===== src/rtl/acionador_motores.sv =====
// Actuator sequencer for the cleaning robot: turns level commands into guarded,
// timed, non-overlapping drive sequences on both motors and the debris arm.
module acionador_motores #(
   parameter int PASSO_CICLOS  = 4,
   parameter int GIRO_CICLOS   = 8,
   parameter int BRACO_CICLOS  = 6,
   parameter int GUARDA_CICLOS = 2
) (
   input  logic       clock,
   input  logic       reset,
   input  logic       avancar,
   input  logic       girar,
   input  logic       remover,
   output logic [1:0] mot_esq,
   output logic [1:0] mot_dir,
   output logic       braco_estende,
   output logic       braco_recolhe,
   output logic       ocupado,
   output logic       concluido
);

   localparam logic [7:0] PASSO_M1  = 8'(PASSO_CICLOS - 1);
   localparam logic [7:0] GIRO_M1   = 8'(GIRO_CICLOS - 1);
   localparam logic [7:0] BRACO_M1  = 8'(BRACO_CICLOS - 1);
   localparam logic [7:0] GUARDA_M1 = 8'(GUARDA_CICLOS - 1);

   localparam logic [1:0] MOT_PARA = 2'b00;
   localparam logic [1:0] MOT_FRE  = 2'b01;
   localparam logic [1:0] MOT_RE   = 2'b10;

   typedef enum logic [2:0] {
      OCIOSO, GUARDA, ANDA, CURVA, GIRA, BRACO_EST, BRACO_REC
   } estado_t;

   typedef enum logic [1:0] {
      OP_ANDA, OP_CURVA, OP_GIRA, OP_BRACO
   } op_t;

   estado_t    estado_q, estado_d;
   op_t        op_q, op_d;
   logic [7:0] cnt_q, cnt_d;
   logic [1:0] esq_q, esq_d, dir_q, dir_d;
   logic       est_q, est_d, rec_q, rec_d, ocu_q, ocu_d, con_q, con_d;
   logic       fim;

   always_ff @(posedge clock or negedge reset) begin
      if (!reset) begin
         estado_q <= OCIOSO;
         op_q     <= OP_ANDA;
         cnt_q    <= 8'd0;
         esq_q    <= MOT_PARA;
         dir_q    <= MOT_PARA;
         est_q    <= 1'b0;
         rec_q    <= 1'b0;
         ocu_q    <= 1'b0;
         con_q    <= 1'b0;
      end else begin
         estado_q <= estado_d;
         op_q     <= op_d;
         cnt_q    <= cnt_d;
         esq_q    <= esq_d;
         dir_q    <= dir_d;
         est_q    <= est_d;
         rec_q    <= rec_d;
         ocu_q    <= ocu_d;
         con_q    <= con_d;
      end
   end

   always_comb begin
      estado_d = estado_q;
      op_d     = op_q;
      cnt_d    = cnt_q;
      fim      = (cnt_q == 8'd0);

      case (estado_q)
         OCIOSO: begin
            if (remover || avancar || girar) begin
               estado_d = GUARDA;
               cnt_d    = GUARDA_M1;
               if (remover)              op_d = OP_BRACO;
               else if (avancar && girar) op_d = OP_CURVA;
               else if (girar)            op_d = OP_GIRA;
               else                       op_d = OP_ANDA;
            end
         end
         GUARDA: begin
            if (fim) begin
               case (op_q)
                  OP_ANDA:  begin estado_d = ANDA;      cnt_d = PASSO_M1; end
                  OP_CURVA: begin estado_d = CURVA;     cnt_d = PASSO_M1; end
                  OP_GIRA:  begin estado_d = GIRA;      cnt_d = GIRO_M1;  end
                  default:  begin estado_d = BRACO_EST; cnt_d = BRACO_M1; end
               endcase
            end else begin
               cnt_d = cnt_q - 8'd1;
            end
         end
         BRACO_EST: begin
            if (fim) begin
               estado_d = BRACO_REC;
               cnt_d    = BRACO_M1;
            end else begin
               cnt_d = cnt_q - 8'd1;
            end
         end
         ANDA, CURVA, GIRA, BRACO_REC: begin
            if (fim) estado_d = OCIOSO;
            else     cnt_d    = cnt_q - 8'd1;
         end
         default: begin
            estado_d = OCIOSO;
            cnt_d    = 8'd0;
         end
      endcase
   end

   // Outputs are decoded from the next state and registered, so each output
   // register holds the Moore value of the state being entered.
   always_comb begin
      esq_d = MOT_PARA;
      dir_d = MOT_PARA;
      est_d = 1'b0;
      rec_d = 1'b0;
      ocu_d = (estado_d != OCIOSO);
      con_d = (estado_d == OCIOSO) &&
              ((estado_q == ANDA) || (estado_q == CURVA) ||
               (estado_q == GIRA) || (estado_q == BRACO_REC));
      case (estado_d)
         ANDA:      begin esq_d = MOT_FRE; dir_d = MOT_FRE;  end
         CURVA:     begin esq_d = MOT_FRE; dir_d = MOT_PARA; end
         GIRA:      begin esq_d = MOT_FRE; dir_d = MOT_RE;   end
         BRACO_EST: est_d = 1'b1;
         BRACO_REC: rec_d = 1'b1;
         default:   ;
      endcase
   end

   assign mot_esq       = esq_q;
   assign mot_dir       = dir_q;
   assign braco_estende = est_q;
   assign braco_recolhe = rec_q;
   assign ocupado       = ocu_q;
   assign concluido     = con_q;

endmodule


===== config.mk =====
export PLATFORM = sky130hd
export DESIGN_NAME = acionador_motores
export DESIGN_NICKNAME = d
export VERILOG_FILES = /design/src/rtl/acionador_motores.sv
export SDC_FILE = /design/constraint.sdc
export NUM_CORES = 1
export LEC_CHECK = 0
export BUFFER_PORTS_ARGS = -buffer_cell sky130_fd_sc_hd__buf_2
export CAP_MARGIN = 20
export CORE_MARGIN = 2
export CORE_UTILIZATION = 30
export CTS_BUF_LIST = sky130_fd_sc_hd__clkbuf_16
export DETAILED_ROUTE_END_ITERATION = 8
export GPL_ROUTABILITY_DRIVEN = 1
export HOLD_SLACK_MARGIN = 0.05
export PLACE_DENSITY = 0.55
export SLEW_MARGIN = 20
export SYNTH_ARGS = -nofsm -noshare
export SYNTH_HDL_FRONTEND = slang
export SYNTH_SLANG_ARGS = --single-unit

===== constraint.sdc =====
create_clock -name clock -period 2.4 [get_ports clock]
set_input_delay 0.36 -clock clock [delete_from_list [all_inputs] [get_ports clock]]
set_output_delay 0.36 -clock clock [all_outputs]
set_load 0.01 [all_outputs]

## After elaboration in Yosys (flattened, before gate mapping)

Cells that the tools add are included.
W data, S select, Z words.

| word-level totals | value |
|---|---|
| register bits after elaboration | 21 |
| input port bits | 5 |

| operators by class | value |
|---|---|
| add/subtract/negate cells | 1 |
| equal/unequal tests | 15 |
| multiplexer cells | 19 |
| reduce and logical (&&, ||, !) cells | 17 |

Operators by type and width:

| cell | count |
|---|---|
| $mux W8 | 4 |
| $pmux W8 S4 | 1 |
| $eq A3 B3 Y1 const B | 6 |
| $eq A3 B2 Y1 const B | 4 |
| $mux W3 | 4 |
| $pmux W3 S4 | 1 |
| $pmux W3 S3 | 1 |
| $logic_not A8 Y1 | 1 |
| $sub A8 B1 Y8 const B | 1 |
| $logic_not A3 Y1 | 2 |
| $mux W2 | 3 |
| $pmux W3 S2 | 1 |
| $logic_or A1 B1 Y1 | 5 |
| $ne A2 B2 Y1 const B | 2 |
| $pmux W2 S2 | 1 |
| $reduce_and A2 Y1 | 2 |
| $reduce_or A4 Y1 | 1 |
| $eq A3 B1 Y1 const B | 1 |
| $mux W1 | 3 |
| $reduce_bool A3 Y1 | 1 |
| $reduce_or A3 Y1 | 1 |
| $eq A2 B1 Y1 const B | 1 |
| $eq A2 B2 Y1 const B | 1 |
| $logic_and A1 B1 Y1 | 2 |
| 2 further kinds | 2 |

## Logic depth before layout (Yosys ltp)

| depth | value |
|---|---|
| word-level depth | 7 |
| gate-level depth with buffers | 7 |

## Worst setup path before layout

OpenSTA, ideal clock, no wires.

| timing path | value |
|---|---|
| kind | register to register |
| start point | reg cnt_q[1] |
| end point | reg cnt_q[5] |
| library setup time | 0.133 ns |
| arrival time | 1.814 ns |
| data required time | 2.267 ns |
| path slack | 0.453 ns |
| stages on the path, launching flop included | 8 |
| period minus slack after synthesis | 1.947 ns |
| cells stage by stage | dfrtp_1 > inv_1 > ha_1 > or4b_4 > buf_6 > o32a_4 > o2111ai_1 > o211ai_2 |

| between the ends | value |
|---|---|
| cells in the longest elaborated chain, start to end | 3 |
| elaborated cells between the ends (all ways) | 8 |

Ends and longest elaborated chain:

| item | line | source |
|---|---|---|
| from (decl) | 41 | `logic [7:0] cnt_q, cnt_d;` |
| from (signal assigned) | 60 | `cnt_q <= cnt_d;` |
| $sub A8 B1 Y8 or $logic_not A8 Y1 (tied branches) | - |  |
| $mux W8 (tied with other cells) | 108 | `if (fim) estado_d = OCIOSO;` |
| $pmux W8 S4 or $reduce_and A2 Y1 (tied branches) | - |  |

Parallel ways exist; a longest one is shown, timed or not. The select of a mux whose other input is x is not followed.
A chain may end at the register's enable or synchronous reset.

## Worst setup path after layout

Ends and elaborated chain as after synthesis.

==> results.md <==
- The run finished with clean final reports.
- The signal on the critical path passes through inv_1 > ha_1 > or4b_4 > o32a_4 > o211ai_4 > o211ai_2.
- The worst setup path is of the reg -> reg kind.
- The standard cell with the maximum stage delay on the critical path is sky130_fd_sc_hd__or4b_4.
- The startpoint identified for the worst register-to-register timing path is cnt_q[1].
- The number of core rows is 23.
- sky130_fd_sc_hd__dfrtp_1 takes more of the synthesized area than any other cell.
- Before CTS, the worst setup slack after placement is 0.370 ns.
- The mean instance size in the synthesized netlist is 9.20 um^2.
- The post-CTS resize count is 0.
- The area share of the leading cell type in the synthesized netlist is 38.3%.
- The worst setup path is captured at a register.
- Setup repair after global routing left no endpoint under its margin.
- The setup fix buffers added after clock tree synthesis is 0.
- By count the netlist is led by sky130_fd_sc_hd__dfrtp_1, sky130_fd_sc_hd__nand2_1, sky130_fd_sc_hd__a21oi_1, sky130_fd_sc_hd__nor2_1, sky130_fd_sc_hd__o21ai_0.
- The gate count of the mapped netlist is 142.
- The die width is 70.0 um.
- The total via count after detailed routing is 1140.
- By area the synthesized netlist is led by sky130_fd_sc_hd__dfrtp_1, sky130_fd_sc_hd__nand2_1, sky130_fd_sc_hd__a21oi_1.
- The synthesized design contains 0 enable-type register cells.
- For the worst setup path, the data arrival time is 2.20 ns.
- The static leakage power is 0.625 nW.
- Using the TritonRoute via totals, the vias-per-cell ratio works out to 5.62.
- The number of failing hold endpoints at the final stage is 0.
- Among all cell types in the netlist, the one instantiated most often is sky130_fd_sc_hd__dfrtp_1.
- The initial utilization of the core area, before any placement, comes to 32.0%.
- The worst-case IR drop observed on VDD is 0.450 mV.
- In this run the standard cell core region covers 0.00409 mm^2.
- The share of post-route cells with drive strength above 1 is 19.6%.
- The critical path's largest stage delay is 0.53 ns.
- The flip-flop and latch count after synthesis is 20.
- The first global-routing pass estimated 5.30 mm of wire.
- Counting the buffers created by CTS gives 3.
- The placed instance count is 199.
- The maximum achievable frequency is 481 MHz.
- Setup total negative slack on the finished layout was measured at 0 ns.
- Tracing the worst setup path back leads to its startpoint at cnt_q[1].
- Sequential cells were found to cover 38.3% of the synthesized design area.
- The worst path in the final design needs a cycle of 2.08 ns, including I/O delays and setup.
- The cell area power density is 1430 mW/mm^2.
- STA puts the critical path data required time at 2.53 ns.
- Counting flops with an async set or reset pin after synthesis yields a share of 100%.
- The CTS root buffer is sky130_fd_sc_hd__clkbuf_16.
- The final critical-path share of the clock period is 86.6%.
- Routability-driven placement finished with a final weighted congestion of 0.904.
- CTS built an H-tree with a depth of 1.
- 0 antenna diodes ended up in the layout.
- The path class of the tightest hold or removal check is in -> async.
- The final count of pins violating max slew was 0.
- The largest fanout on the critical path is 8.
- In this run the cell area of the synthesized design comes to 0.00131 mm^2.
- The clock latency reported for the late side of the worst-skew pair is 0.25 ns.
- After synthesis, the netlist uses 50 different library cells.
- The total half-perimeter wirelength after legalization and detailed placement is 2.25 mm.
- The area enclosed by the die boundary is 0.00490 mm^2.
- The via count of the first global-routing pass came to 1094.
- Global routing finished with a remaining overflow of 0.
- The clock tree from TritonCTS is done.
- In the routed design, unresolved DRC markers number 0.
- The violation count after the first detailed-route iteration is 38.
- In the post-route analysis, the smallest setup slack over all paths is 0.322 ns.
- The count of buffers inserted at the top-level ports is 11.
- The number of fill cells in the layout is 410.
- The clock passes through at most 2 buffers.
- The relative max-transition margin is 65.9%.
- The synthesis warning total is 0.
- The residual antenna-violating net count after detailed routing is 0.
- The clock net in this run drives a total of 20 sinks.
- The layout overhead on the synthesized area is 15.2%.
- The die height is 70.0 um.
- The tool flagged a number of max-cap violations equal to 0.
- For this run, the detailed router's first-pass iteration total came to 6.
- The slew at the pin closest to its max-slew limit is 0.512 ns.
- Among all flip-flop cells after synthesis, the most frequent one is sky130_fd_sc_hd__dfrtp_1.
- Synthesis produced a netlist with a net count of 149.
- The final net count is 161.
- The number of hold buffers added after CTS was 0.
- The number of antenna violations at the first check in global routing is 0.
- STA classifies the critical path startpoint as a register.
- The buffering stage count on the worst path with inverters included is 1.
- In this run the count of I/O pins placed on the die edge is 13.
- Among cell families on the critical path, the largest total delay comes from compound AO/OA/AOI/OAI gates.
- Global routing consumed, over all layers together, 13.4% of the routing resources.
- Setup violations remaining at the end of the flow were counted as 0.
- The count of non-filler cells in the finished layout is 203.
- The final routed wire length divided by cell count is 15.2 um.
- After detailed routing, the total wire length is 3.08 mm.
- Entering global routing, the biggest net connects 21 pins.
- The clock-pin slew on the worst setup and hold paths is 0.06 ns.
- The worst clock skew on the final layout is 0.00173 ns.
-- final cells by class --
type / instances / area, um^2 / area share [%]
inverters: 5 / 18.8 / 1.25
well taps: 50 / 62.6 / 4.16
multi-input cells: 110 / 741 / 49.2
clock buffers: 3 / 75.1 / 4.99
clock inverters: 1 / 30.0 / 2.00
flip-flops and latches: 20 / 500 / 33.3
repair buffers: 14 / 77.6 / 5.15
-- layout by cell type (no fill, tap or decap), types with 3 or more instances in the layout --
cell and n:
sky130_fd_sc_hd__a211oi_1 4, sky130_fd_sc_hd__o21ai_0 8, sky130_fd_sc_hd__inv_1 5, sky130_fd_sc_hd__buf_4 3
sky130_fd_sc_hd__buf_2 11, sky130_fd_sc_hd__nand3_1 3, sky130_fd_sc_hd__nand2_1 16, sky130_fd_sc_hd__clkbuf_16 3
sky130_fd_sc_hd__nand2b_1 5, sky130_fd_sc_hd__dfrtp_1 20, sky130_fd_sc_hd__or3_1 3, sky130_fd_sc_hd__or2_2 3
sky130_fd_sc_hd__a21oi_1 11, sky130_fd_sc_hd__nor3_1 4, sky130_fd_sc_hd__nor2_1 11
-- final timing paths --
path | slack, ns | depth (start not counted) | to
setup / recovery | 0.32 | 6 | cnt_q[5]
min in group clock | 0.40 | 2 | op_q[1]
max in group asynchronous | 2.02 | 1 | braco_estende
setup reg to reg | 0.32 | 6 | cnt_q[5]
hold reg to reg | 0.57 | 2 | cnt_q[6]
hold / removal | 0.06 | 1 | cnt_q[4]
-- cells by family (layout without fill, tap and decap cells) --
| logic type | count (synthesis) | in the layout | synth area share (%) |
|---|---|---|---|
| DFF | 20 | 20 | 38.3 |
| adders and majority gates | 2 | 2 | 1.92 |
| and+or+nand+nor | 55 | 55 | 23.3 |
| buffers and inverters | 12 | 23 | 4.98 |
| xor gates and xnor gates | 3 | 3 | 2.01 |
| AOI/OAI and AO/OA | 49 | 49 | 29.2 |
| other | 1 | 1 | 0.287 |
-- where the power goes --
part	switching, mW	leakage (nW)	internal, mW
Combinational	0.621	0.325	0.432
Sequential	0.182	0.249	0.462
Clock	0.129	0.0511	0.331
-- flip-flops by register name, indices dropped and copies added (netlist names) --
register and cells:
braco_recolhe 1, ocupado 1, cnt_q 8, braco_estende 1, concluido 1, estado_q 3
op_q 2, mot_esq 1, mot_dir 2
-- routing by layer --
metal | up-vias | track usage, % | share of wire [%] | routed length (um)
li1 | 551 | - | - | -
met1 | 553 | 17.2 | 45 | 1380
met2 | 32 | 22.6 | 49 | 1520
met3 | 4 | 2.31 | 4.4 | 136
met4 | 0 | 4.70 | 1.2 | 37
met5 | - | 0 | 0 | 0
-- metrics by stage --
step / hold WS (ns) / area [um^2] / total power, mW / utilization [%]
after floorplan: 0.0644 / 1310 / 1.47 / -
after global placement: 0.338 / 1400 / 1.66 / 34.3
after detailed placement: 0.347 / 1400 / 1.67 / 34.3
after CTS: 0.0834 / 1510 / 2.15 / 36.8
after global routing: 0.0928 / 1510 / 2.32 / 36.8
final: 0.0560 / 1510 / 2.16 / 36.8
(Power assumes the default switching activity.)
